**config.mk**
```make
export PLATFORM = sky130hd
export DESIGN_NAME = fetch_unit_flat
export DESIGN_NICKNAME = d
export VERILOG_FILES = /design/src/rtl/fetch_unit_if.sv /design/src/rtl/fetch_unit.sv /design/src/flat_wrapper.sv
export SDC_FILE = /design/constraint.sdc
export NUM_CORES = 1
export LEC_CHECK = 0
export ABC_AREA = 1
export CORE_MARGIN = 2
export CORE_UTILIZATION = 40
export DETAILED_ROUTE_END_ITERATION = 10
export PLACE_DENSITY_LB_ADDON = 0.2
export SYNTH_ARGS = -nofsm -noshare
export SYNTH_HDL_FRONTEND = slang
export SYNTH_SLANG_ARGS = --single-unit
```
**constraint.sdc**
```tcl
create_clock -name i_clk -period 3.1 [get_ports i_clk]
set_input_delay 0.465 -clock i_clk [delete_from_list [all_inputs] [get_ports i_clk]]
set_output_delay 0.465 -clock i_clk [all_outputs]
set_load 0.05 [all_outputs]
```
**src/rtl/fetch_unit_if.sv**
```systemverilog
// Fetch-unit bus bundle: instruction-memory handshake plus the decoder/core side.
// master = fetch_unit, slave = memory model / core around it.
interface fetch_unit_if #(
    parameter int XLEN = 32
);
    logic            o_imem_req;
    logic [XLEN-1:0] o_imem_addr;
    logic            i_imem_gnt;
    logic            i_imem_rvalid;
    logic [31:0]     i_imem_rdata;

    logic [31:0]     o_instr;
    logic            o_instr_valid;
    logic [XLEN-1:0] o_pc;
    logic [XLEN-1:0] o_pc_plus4;

    logic            i_retire;
    logic            i_branch;
    logic            i_jump;
    logic            i_imm_jump;
    logic            i_zero;
    logic [XLEN-1:0] i_imm_ext;
    logic [XLEN-1:0] i_alu_result;

    logic            o_trap;
    logic [XLEN-1:0] o_trap_pc;

    modport master (
        output o_imem_req, o_imem_addr,
        input  i_imem_gnt, i_imem_rvalid, i_imem_rdata,
        output o_instr, o_instr_valid, o_pc, o_pc_plus4,
        input  i_retire, i_branch, i_jump, i_imm_jump, i_zero, i_imm_ext, i_alu_result,
        output o_trap, o_trap_pc
    );

    modport slave (
        input  o_imem_req, o_imem_addr,
        output i_imem_gnt, i_imem_rvalid, i_imem_rdata,
        input  o_instr, o_instr_valid, o_pc, o_pc_plus4,
        output i_retire, i_branch, i_jump, i_imm_jump, i_zero, i_imm_ext, i_alu_result,
        input  o_trap, o_trap_pc
    );
endinterface

```
**src/rtl/fetch_unit.sv**
```systemverilog
// Instruction fetch / next-PC stage: one outstanding fetch, hold until retire,
// then redirect via branch/jal/jalr or fall through; misaligned targets trap for good.
module fetch_unit #(
    parameter int              XLEN     = 32,
    parameter logic [XLEN-1:0] RESET_PC = '0
) (
    input  logic         i_clk,
    input  logic         i_rst_n,
    fetch_unit_if.master bus
);
    typedef enum logic [2:0] {
        ST_IDLE,
        ST_REQ,
        ST_WAIT,
        ST_VALID,
        ST_TRAP
    } state_t;

    localparam logic [XLEN-1:0] PC_STEP = XLEN'(4);

    state_t          state_reg;
    logic [XLEN-1:0] pc_reg;
    logic [XLEN-1:0] trap_pc_reg;
    logic [31:0]     instr_reg;
    logic            req_reg;
    logic            valid_reg;
    logic            trap_reg;

    logic [XLEN-1:0] pc_plus4_next;
    logic [XLEN-1:0] target_next;
    logic            target_misaligned;

    assign pc_plus4_next = pc_reg + PC_STEP;

    // jalr beats jal beats taken branch; bit 0 of a jalr target is always dropped.
    always_comb begin
        target_next = pc_plus4_next;
        if (bus.i_imm_jump) begin
            target_next = {bus.i_alu_result[XLEN-1:1], 1'b0};
        end else if (bus.i_jump) begin
            target_next = pc_reg + bus.i_imm_ext;
        end else if (bus.i_branch && bus.i_zero) begin
            target_next = pc_reg + bus.i_imm_ext;
        end
    end

    assign target_misaligned = |target_next[1:0];

    always_ff @(posedge i_clk or negedge i_rst_n) begin
        if (!i_rst_n) begin
            state_reg   <= ST_IDLE;
            pc_reg      <= RESET_PC;
            instr_reg   <= '0;
            req_reg     <= 1'b0;
            valid_reg   <= 1'b0;
            trap_reg    <= 1'b0;
            trap_pc_reg <= '0;
        end else begin
            case (state_reg)
                ST_IDLE: begin
                    req_reg   <= 1'b1;
                    state_reg <= ST_REQ;
                end

                // Address is pc_reg, which cannot change here, so it stays stable until gnt.
                ST_REQ: begin
                    if (bus.i_imem_gnt) begin
                        req_reg <= 1'b0;
                        if (bus.i_imem_rvalid) begin
                            instr_reg <= bus.i_imem_rdata;
                            valid_reg <= 1'b1;
                            state_reg <= ST_VALID;
                        end else begin
                            state_reg <= ST_WAIT;
                        end
                    end
                end

                ST_WAIT: begin
                    if (bus.i_imem_rvalid) begin
                        instr_reg <= bus.i_imem_rdata;
                        valid_reg <= 1'b1;
                        state_reg <= ST_VALID;
                    end
                end

                ST_VALID: begin
                    if (bus.i_retire) begin
                        valid_reg <= 1'b0;
                        if (target_misaligned) begin
                            trap_reg    <= 1'b1;
                            trap_pc_reg <= target_next;
                            state_reg   <= ST_TRAP;
                        end else begin
                            pc_reg    <= target_next;
                            req_reg   <= 1'b1;
                            state_reg <= ST_REQ;
                        end
                    end
                end

                // Only reset leaves the trap state.
                ST_TRAP: begin
                    req_reg   <= 1'b0;
                    valid_reg <= 1'b0;
                    trap_reg  <= 1'b1;
                end

                default: begin
                    req_reg   <= 1'b0;
                    valid_reg <= 1'b0;
                    state_reg <= ST_IDLE;
                end
            endcase
        end
    end

    assign bus.o_imem_req    = req_reg;
    assign bus.o_imem_addr   = pc_reg;
    assign bus.o_instr       = instr_reg;
    assign bus.o_instr_valid = valid_reg;
    assign bus.o_pc          = pc_reg;
    assign bus.o_pc_plus4    = pc_plus4_next;
    assign bus.o_trap        = trap_reg;
    assign bus.o_trap_pc     = trap_pc_reg;

endmodule

```
**src/flat_wrapper.sv**
```systemverilog
// flat-port wrapper written by rule: the top's interface ports become plain ports
module fetch_unit_flat 
#(
    parameter int              XLEN     = 32,
    parameter logic [XLEN-1:0] RESET_PC = '0
)
  (i_clk, i_rst_n, bus_o_imem_req, bus_o_imem_addr, bus_i_imem_gnt, bus_i_imem_rvalid, bus_i_imem_rdata, bus_o_instr, bus_o_instr_valid, bus_o_pc, bus_o_pc_plus4, bus_i_retire, bus_i_branch, bus_i_jump, bus_i_imm_jump, bus_i_zero, bus_i_imm_ext, bus_i_alu_result, bus_o_trap, bus_o_trap_pc);
  fetch_unit_if #(.XLEN(XLEN)) bus_i ();
  input  logic i_clk;
  input  logic i_rst_n;
  output wire logic [$bits(bus_i.o_imem_req)-1:0] bus_o_imem_req;
  output wire logic [$bits(bus_i.o_imem_addr)-1:0] bus_o_imem_addr;
  input wire logic [$bits(bus_i.i_imem_gnt)-1:0] bus_i_imem_gnt;
  input wire logic [$bits(bus_i.i_imem_rvalid)-1:0] bus_i_imem_rvalid;
  input wire logic [$bits(bus_i.i_imem_rdata)-1:0] bus_i_imem_rdata;
  output wire logic [$bits(bus_i.o_instr)-1:0] bus_o_instr;
  output wire logic [$bits(bus_i.o_instr_valid)-1:0] bus_o_instr_valid;
  output wire logic [$bits(bus_i.o_pc)-1:0] bus_o_pc;
  output wire logic [$bits(bus_i.o_pc_plus4)-1:0] bus_o_pc_plus4;
  input wire logic [$bits(bus_i.i_retire)-1:0] bus_i_retire;
  input wire logic [$bits(bus_i.i_branch)-1:0] bus_i_branch;
  input wire logic [$bits(bus_i.i_jump)-1:0] bus_i_jump;
  input wire logic [$bits(bus_i.i_imm_jump)-1:0] bus_i_imm_jump;
  input wire logic [$bits(bus_i.i_zero)-1:0] bus_i_zero;
  input wire logic [$bits(bus_i.i_imm_ext)-1:0] bus_i_imm_ext;
  input wire logic [$bits(bus_i.i_alu_result)-1:0] bus_i_alu_result;
  output wire logic [$bits(bus_i.o_trap)-1:0] bus_o_trap;
  output wire logic [$bits(bus_i.o_trap_pc)-1:0] bus_o_trap_pc;
  assign bus_o_imem_req = bus_i.o_imem_req;
  assign bus_o_imem_addr = bus_i.o_imem_addr;
  assign bus_i.i_imem_gnt = bus_i_imem_gnt;
  assign bus_i.i_imem_rvalid = bus_i_imem_rvalid;
  assign bus_i.i_imem_rdata = bus_i_imem_rdata;
  assign bus_o_instr = bus_i.o_instr;
  assign bus_o_instr_valid = bus_i.o_instr_valid;
  assign bus_o_pc = bus_i.o_pc;
  assign bus_o_pc_plus4 = bus_i.o_pc_plus4;
  assign bus_i.i_retire = bus_i_retire;
  assign bus_i.i_branch = bus_i_branch;
  assign bus_i.i_jump = bus_i_jump;
  assign bus_i.i_imm_jump = bus_i_imm_jump;
  assign bus_i.i_zero = bus_i_zero;
  assign bus_i.i_imm_ext = bus_i_imm_ext;
  assign bus_i.i_alu_result = bus_i_alu_result;
  assign bus_o_trap = bus_i.o_trap;
  assign bus_o_trap_pc = bus_i.o_trap_pc;
  fetch_unit #(.XLEN(XLEN), .RESET_PC(RESET_PC)) u_core (.i_clk(i_clk), .i_rst_n(i_rst_n), .bus(bus_i));
endmodule
```
==> flow_metrics.env, run 1 <==
export IMPL_ant_nets=0
export IMPL_fin_ws_ns=0.118
export IMPL_synth_ff_type="dfrtp_1"
export IMPL_postCtsHoldBufs=0
export IMPL_clock_latency_ns=0.34
export IMPL_cp_required_ns=2.63
export IMPL_area_growth_pct=37.1
export IMPL_drive_above_1_share_pct=7.20
export IMPL_synth_area_um2=8220
export IMPL_synth_distinct_cells=43
export IMPL_crit_path_start_kind="flop"
export IMPL_viasPerCell=4.89
export IMPL_fp_row_count=52
export IMPL_total_power_mw=13.7
export IMPL_p_sw_share_pct=58.2
export IMPL_synthSimpleGateAreaFrac_pct=38.3
export IMPL_pin_count=268
export IMPL_fp_dieH_um=147
export IMPL_synth_top_family_by_area="simple AND/OR/NAND/NOR gates"
export IMPL_crit_arrival_ns=2.52
export IMPL_yosysSeqAreaShare_pct=31.1
export IMPL_core_area_um2=20200
export IMPL_layout_min_cycle_time_ns=2.98
export IMPL_drv_cap=0
export IMPL_tritoncts="built"
export IMPL_hold_path_class="primary input to asynchronous set/reset pin"
export IMPL_yosysWarnings=0
export IMPL_layout_nets=1632
export IMPL_wl_per_cell_um=16.0
export IMPL_synthXorXnorAreaFrac_pct=2.97
export IMPL_setup_tns_ns=0
export IMPL_hold_viol_final=0
export IMPL_final_cell_mix="544 x nand2_1, 241 x clkdlybuf4s50_1, 146 x inv_1, 102 x dfrtp_1, 83 x nor2_1"
export IMPL_synth_seq_cells=102
export IMPL_grt_max_degree=65
export IMPL_crit_reg2reg_launch="u_core.bus.o_imem_addr[20]"
export IMPL_dr_pass1_iters=5
export IMPL_synthAdderAreaFrac_pct=5.11
export IMPL_final_util_pct=55.9
export IMPL_r2r_setup_slack_ns=0.45
export IMPL_htreeDepth=3
export IMPL_cts_sinks=102
export IMPL_cts_path_max_buffers=2
export IMPL_maxSlewHeadroom_pct=44.3
export IMPL_setup_viol=0
export IMPL_post_place_ws_ns=0.145
export IMPL_outcome="completed"
export IMPL_overflow=0
export IMPL_antenna_found_initial=0
export IMPL_synth_compound_area_share_pct=5.53
export IMPL_fmaxAchievable_mhz=335
export IMPL_initial_core_util_pct=40.8
export IMPL_die_area_um2=21700
export IMPL_dp_hpwl_um=22400
export IMPL_p_per_area_nw_per_um2=1220
export IMPL_finClkSkew_ns=0.0119
export IMPL_crit_slowest_cell="clkdlybuf4s50_1"
export IMPL_crit_path_end="bus_o_pc_plus4[7]"
export IMPL_combinationalPowerShare_pct=72.6
export IMPL_r2r_end="u_core.bus.o_imem_addr[28]"
export IMPL_clkTransAtPathRegs_ns=0.08
export IMPL_rr_worst_depth=13
export IMPL_dieWidth_um=147
export IMPL_synthCells=1256
export IMPL_grt_pass1_vias=7974
export IMPL_syn_avg_cell_area_um2=6.54
export IMPL_drcViolationCount=0
export IMPL_io_buffers=266
export IMPL_cts_resized=3
export IMPL_drt_total_wl_um=28300
export IMPL_root_buffer="clkbuf_16"
export IMPL_final_common_cell="nand2_1"
export IMPL_ir_drop_mv=0.764
export IMPL_cp_max_fo=7
export IMPL_synth_net_count=1394
export IMPL_clkPwrFrac_pct=8.7
export IMPL_synth_edf_count=0
export IMPL_rsz0062_at_grt="no"
export IMPL_grt_pass1_wl_um=43800
export IMPL_first_iter_violations=741
export IMPL_synthMuxAreaShare_pct=4.38
export IMPL_grt_use_total_pct=25.7
export IMPL_cp_end_kind="output port"
export IMPL_diodes=0
export IMPL_power_switching_mw=7.98
export IMPL_gp_congestion=0.949
export IMPL_leakage_nw=5.84
export IMPL_worstPathCellList="nand3_2, nor2_4, xor2_1, clkdlybuf4s50_1"
export IMPL_p_int_mw=5.74
export IMPL_cts_buffers=9
export IMPL_vias=8652
export IMPL_fillers=2003
export IMPL_slowest_delay_ns=0.87
export IMPL_fin_crit_sh_pct=96.2
export IMPL_cts_setup_buffers=0
export IMPL_tightest_slew_ns=0.835
export IMPL_final_max_slew_viol_count=0
export IMPL_crit_type="flop to output port"
export IMPL_crit_start="u_core.bus.o_imem_addr[3]"
export IMPL_pwr_share_seq_pct=18.8
export IMPL_async_reset_ff_share_pct=100
## cell usage after synthesis (5+ instances only)
cell type	instances	area share, %
inv_2	16	0.73
nand2_1	544	25
o21ai_0	11	0.67
inv_1	146	6.7
clkbuf_1	10	0.46
nor3_2	7	0.85
o21ai_1	36	2.2
buf_2	9	0.55
a21oi_1	24	1.5
nor2_1	83	3.8
buf_4	38	3.5
nand3_1	69	4.2
buf_6	5	0.68
xor2_1	25	2.7
mux2_1	29	4.0
nor3_1	8	0.49
nor2_4	5	0.68
nand3b_1	7	0.64
dfrtp_1	102	31
ha_1	32	4.9
nand4_1	10	0.76
## per-layer routing
metal  global-route usage [%]  vias up  wire length (um)
li1                         -     4347                 -
met1                     35.0     3924             12500
met2                     41.2      339             12800
met3                     5.68       42              2230
met4                     6.88        0               763
met5                        0        -                 0
## cell type report
type	instances	area, um2	area share, %
inverters	164	618	5.49
repair buffers	289	2820	25.0
well taps	270	338	3.00
multi-input cells	928	4620	41.0
flip-flops and latches	102	2550	22.7
clock inverters	7	88.8	0.788
clock buffers	9	225	2.00
## cell families (layout without fill, tap and decap cells)
kind of cell             count (synthesis)  in the layout
AO/OA/AOI/OAI                           83             83
XOR/XNOR                                27             27
adder cells (fa/ha/maj)                 33             33
buffers and inverters                  226            469
flip-flops                             102            102
multiplexers                            32             32
AND/OR/NAND/NOR                        753            753
## worst min-delay path by stage
stage / from / end / slack, ns / depth (start not counted)
final: i_rst_n / u_core.bus.o_trap_pc[26] / 0.23 / 1
after global routing: i_rst_n / u_core.bus.o_trap_pc[26] / 0.29 / 1
after CTS: i_rst_n / u_core.bus.o_imem_addr[29] / 0.26 / 1
after detailed placement: u_core.bus.o_trap_pc[19] / u_core.bus.o_trap_pc[19] / 0.47 / 2
after global placement: u_core.bus.o_trap / u_core.bus.o_trap / 0.45 / 1
after floorplan: i_rst_n / u_core.bus.o_imem_addr[0] / 0.17 / 0
## stage by stage
stage	cells	area (um2)	hold WS, ns
after floorplan	1256	8220	0.169
after global placement	1753	10900	0.455
after detailed placement	1753	10900	0.466
after CTS	1769	11300	0.259
after global routing	1769	11300	0.294
final	1769	11300	0.228
## power groups by stage
stage	Combinational, mW	Sequential (mW)	Clock, mW
after global placement	9.88	2.57	0
final	9.95	2.58	1.19
after floorplan	4.80	4.56	0
after CTS	9.95	2.58	1.21
after global routing	10.6	2.66	1.27
after detailed placement	9.92	2.60	0
## critical path: cells and delay by family, from the launching register on
| kind | cells | cell delay [ns] |
|---|---|---|
| buffers and inverters | 1 | 0.87 |
| DFF | 1 | 0.54 |
| and+or+nand+nor | 2 | 0.46 |
| xor gates and xnor gates | 1 | 0.29 |
No activity file was read; power rests on OpenSTA's default activity.
==> run 2, diff against run 1 <==
--- a/config.mk
+++ b/config.mk
@@ -7,8 +7,9 @@
 export LEC_CHECK = 0
 export ABC_AREA = 1
 export CORE_MARGIN = 2
-export CORE_UTILIZATION = 40
+export CORE_UTILIZATION = 51
 export DETAILED_ROUTE_END_ITERATION = 10
+export GPL_TIMING_DRIVEN = 1
 export PLACE_DENSITY_LB_ADDON = 0.2
 export SYNTH_ARGS = -nofsm -noshare
 export SYNTH_HDL_FRONTEND = slang
==> run 2 against run 1 <==
  * Non-clock buffer count is 1 lower
  * Sequential share of layout area is 0.17 points higher
  * Critical path type unchanged
  * Critical endpoint is now bus_o_pc_plus4[6]
  * Largest cell class unchanged
  * First-iteration DRC count is 6.9% lower
  * Register-to-register slack better by 0.09 ns
  * Power is 0.31% higher
==> flow_metrics.env, run 2 (same netlist as run 1, synthesis figures left out) <==
export IMPL_grt_pass1_vias=8048
export IMPL_pin_count=268
export IMPL_ir_drop_mv=0.751
export IMPL_slowest_delay_ns=0.84
export IMPL_busiest_layer="met2"
export IMPL_htreeDepth=3
export IMPL_gp_congestion=0.962
export IMPL_grt_met2_usage_pct=53.5
export IMPL_setup_tns_ns=0
export IMPL_hold_viol_final=0
export IMPL_crit_family="buffers and inverters"
export IMPL_crit_path_start_kind="flop"
export IMPL_p_int_mw=5.79
export IMPL_dr_pass1_iters=5
export IMPL_power_switching_mw=7.97
export IMPL_clkTransAtPathRegs_ns=0.07
export IMPL_die_area_um2=17100
export IMPL_whs_ns=0.165
export IMPL_cts_sinks=102
export IMPL_fin_crit_sh_pct=96.6
export IMPL_cp_end_kind="output port"
export IMPL_fmaxAchievable_mhz=334
export IMPL_grt_max_degree=55
export IMPL_final_cell_mix="544 x nand2_1, 240 x clkdlybuf4s50_1, 146 x inv_1, 102 x dfrtp_1, 83 x nor2_1"
export IMPL_final_util_pct=70.7
export IMPL_clkPwrFrac_pct=9.1
export IMPL_finClkSkew_ns=0.0104
export IMPL_placed_area_um2=10900
export IMPL_fp_dieH_um=131
export IMPL_worstPathCellList="ha_1, nand3_4, xor2_1, clkdlybuf4s50_1"
export IMPL_crit_arrival_ns=2.53
export IMPL_first_iter_violations=690
export IMPL_grt_pass1_wl_um=42000
export IMPL_io_buffers=266
export IMPL_overflow=0
export IMPL_ant_nets=0
export IMPL_drive_above_1_share_pct=7.28
export IMPL_postCtsHoldBufs=0
export IMPL_diodes=0
export IMPL_dp_cells=1698
export IMPL_dieWidth_um=131
export IMPL_final_max_slew_viol_count=0
export IMPL_tritoncts="built"
export IMPL_vias=8754
export IMPL_combinationalPowerShare_pct=72.1
export IMPL_p_sw_share_pct=57.9
export IMPL_stdcell_area_um2=11200
export IMPL_clock_latency_ns=0.35
export IMPL_tightest_slew_ns=0.721
export IMPL_path_buf_inv=1
export IMPL_fin_ws_ns=0.106
export IMPL_crit_slowest_cell="clkdlybuf4s50_1"
export IMPL_cp_required_ns=2.63
export IMPL_core_area_um2=15800
export IMPL_rsz0062_at_grt="no"
export IMPL_setup_viol=0
export IMPL_use_met1_pct=42.7
export IMPL_initial_core_util_pct=51.9
export IMPL_use_met3_pct=5.21
export IMPL_outcome="completed"
export IMPL_cts_buffers=9
export IMPL_hold_path_class="primary input to asynchronous set/reset pin"
export IMPL_drcViolationCount=0
export IMPL_antenna_found_initial=0
export IMPL_post_place_ws_ns=0.147
export IMPL_dp_hpwl_um=22000
export IMPL_crit_type="flop to output port"
export IMPL_leakage_nw=5.84
export IMPL_maxSlewHeadroom_pct=51.9
export IMPL_cp_max_fo=9
export IMPL_layout_nets=1631
export IMPL_root_buffer="clkbuf_16"
export IMPL_r2r_setup_slack_ns=0.54
export IMPL_viasPerCell=5.11
export IMPL_cts_path_max_buffers=2
export IMPL_grt_use_total_pct=31.9
export IMPL_drv_cap=0
export IMPL_fin_cells=1714
export IMPL_total_power_mw=13.8
export IMPL_drt_total_wl_um=27800
export IMPL_wl_per_cell_um=16.2
export IMPL_layout_min_cycle_time_ns=2.99
export IMPL_pwr_share_seq_pct=18.9
export IMPL_fp_row_count=46
export IMPL_final_common_cell="nand2_1"
export IMPL_area_growth_pct=36.1
export IMPL_p_per_area_nw_per_um2=1230
-- run 2: cell count changes in the layout (fill, tap and decap cells not counted) --
cell / delta
bufinv_16: +1
dlygate4sd2_1: -2
inv_8: -2
clkinvlp_4: +1
clkinv_4: -1
buf_4: +3
clkbuf_1: +1
buf_12: -1
clkdlybuf4s50_1: -1
-- run 2: final cells by class --
class / count / area (um2)
Tap cell: 216 / 270
Sequential cell: 102 / 2550
Clock inverter: 6 / 95.1
Inverter: 164 / 618
Fill cell: 1373 / 4640
Timing Repair Buffer: 288 / 2800
Multi-Input combinational cell: 928 / 4620
Clock buffer: 10 / 229
-- run 2: routing by layer --
layer  share of wire, %  vias to the layer above
li1                   -                     4344
met1                 41                     3945
met2                 47                      411
met3                8.9                       54
met4                2.8                        0
met5                  0                        -
-- run 2: worst paths after layout --
check | from | end | depth (start not counted)
min | i_rst_n | u_core.bus.o_instr[9] | 1
min reg2reg | u_core.bus.o_trap | u_core.bus.o_trap | 1
min in group i_clk | u_core.bus.o_trap | u_core.bus.o_trap | 1
max in group asynchronous | i_rst_n | u_core.bus.o_instr[14] | 2
max reg2reg | u_core.bus.o_imem_addr[0] | u_core.bus.o_trap_pc[12] | 11
max | u_core.bus.o_imem_addr[2] | bus_o_pc_plus4[6] | 4
-- run 2: timing repair --
item	in CTS	in global routing
setup buffers	0	0
hold endpoints to repair	0	0
endpoints found under the setup margin	1	4
resized for setup	1	4
-- run 2: power by group through the flow --
stage	Clock [mW]	Sequential, mW	Combinational (mW)
after floorplan	0	4.56	4.80
after global placement	0	2.57	9.78
after detailed placement	0	2.59	9.87
after CTS	1.24	2.59	9.91
after global routing	1.29	2.66	10.6
final	1.25	2.59	9.92
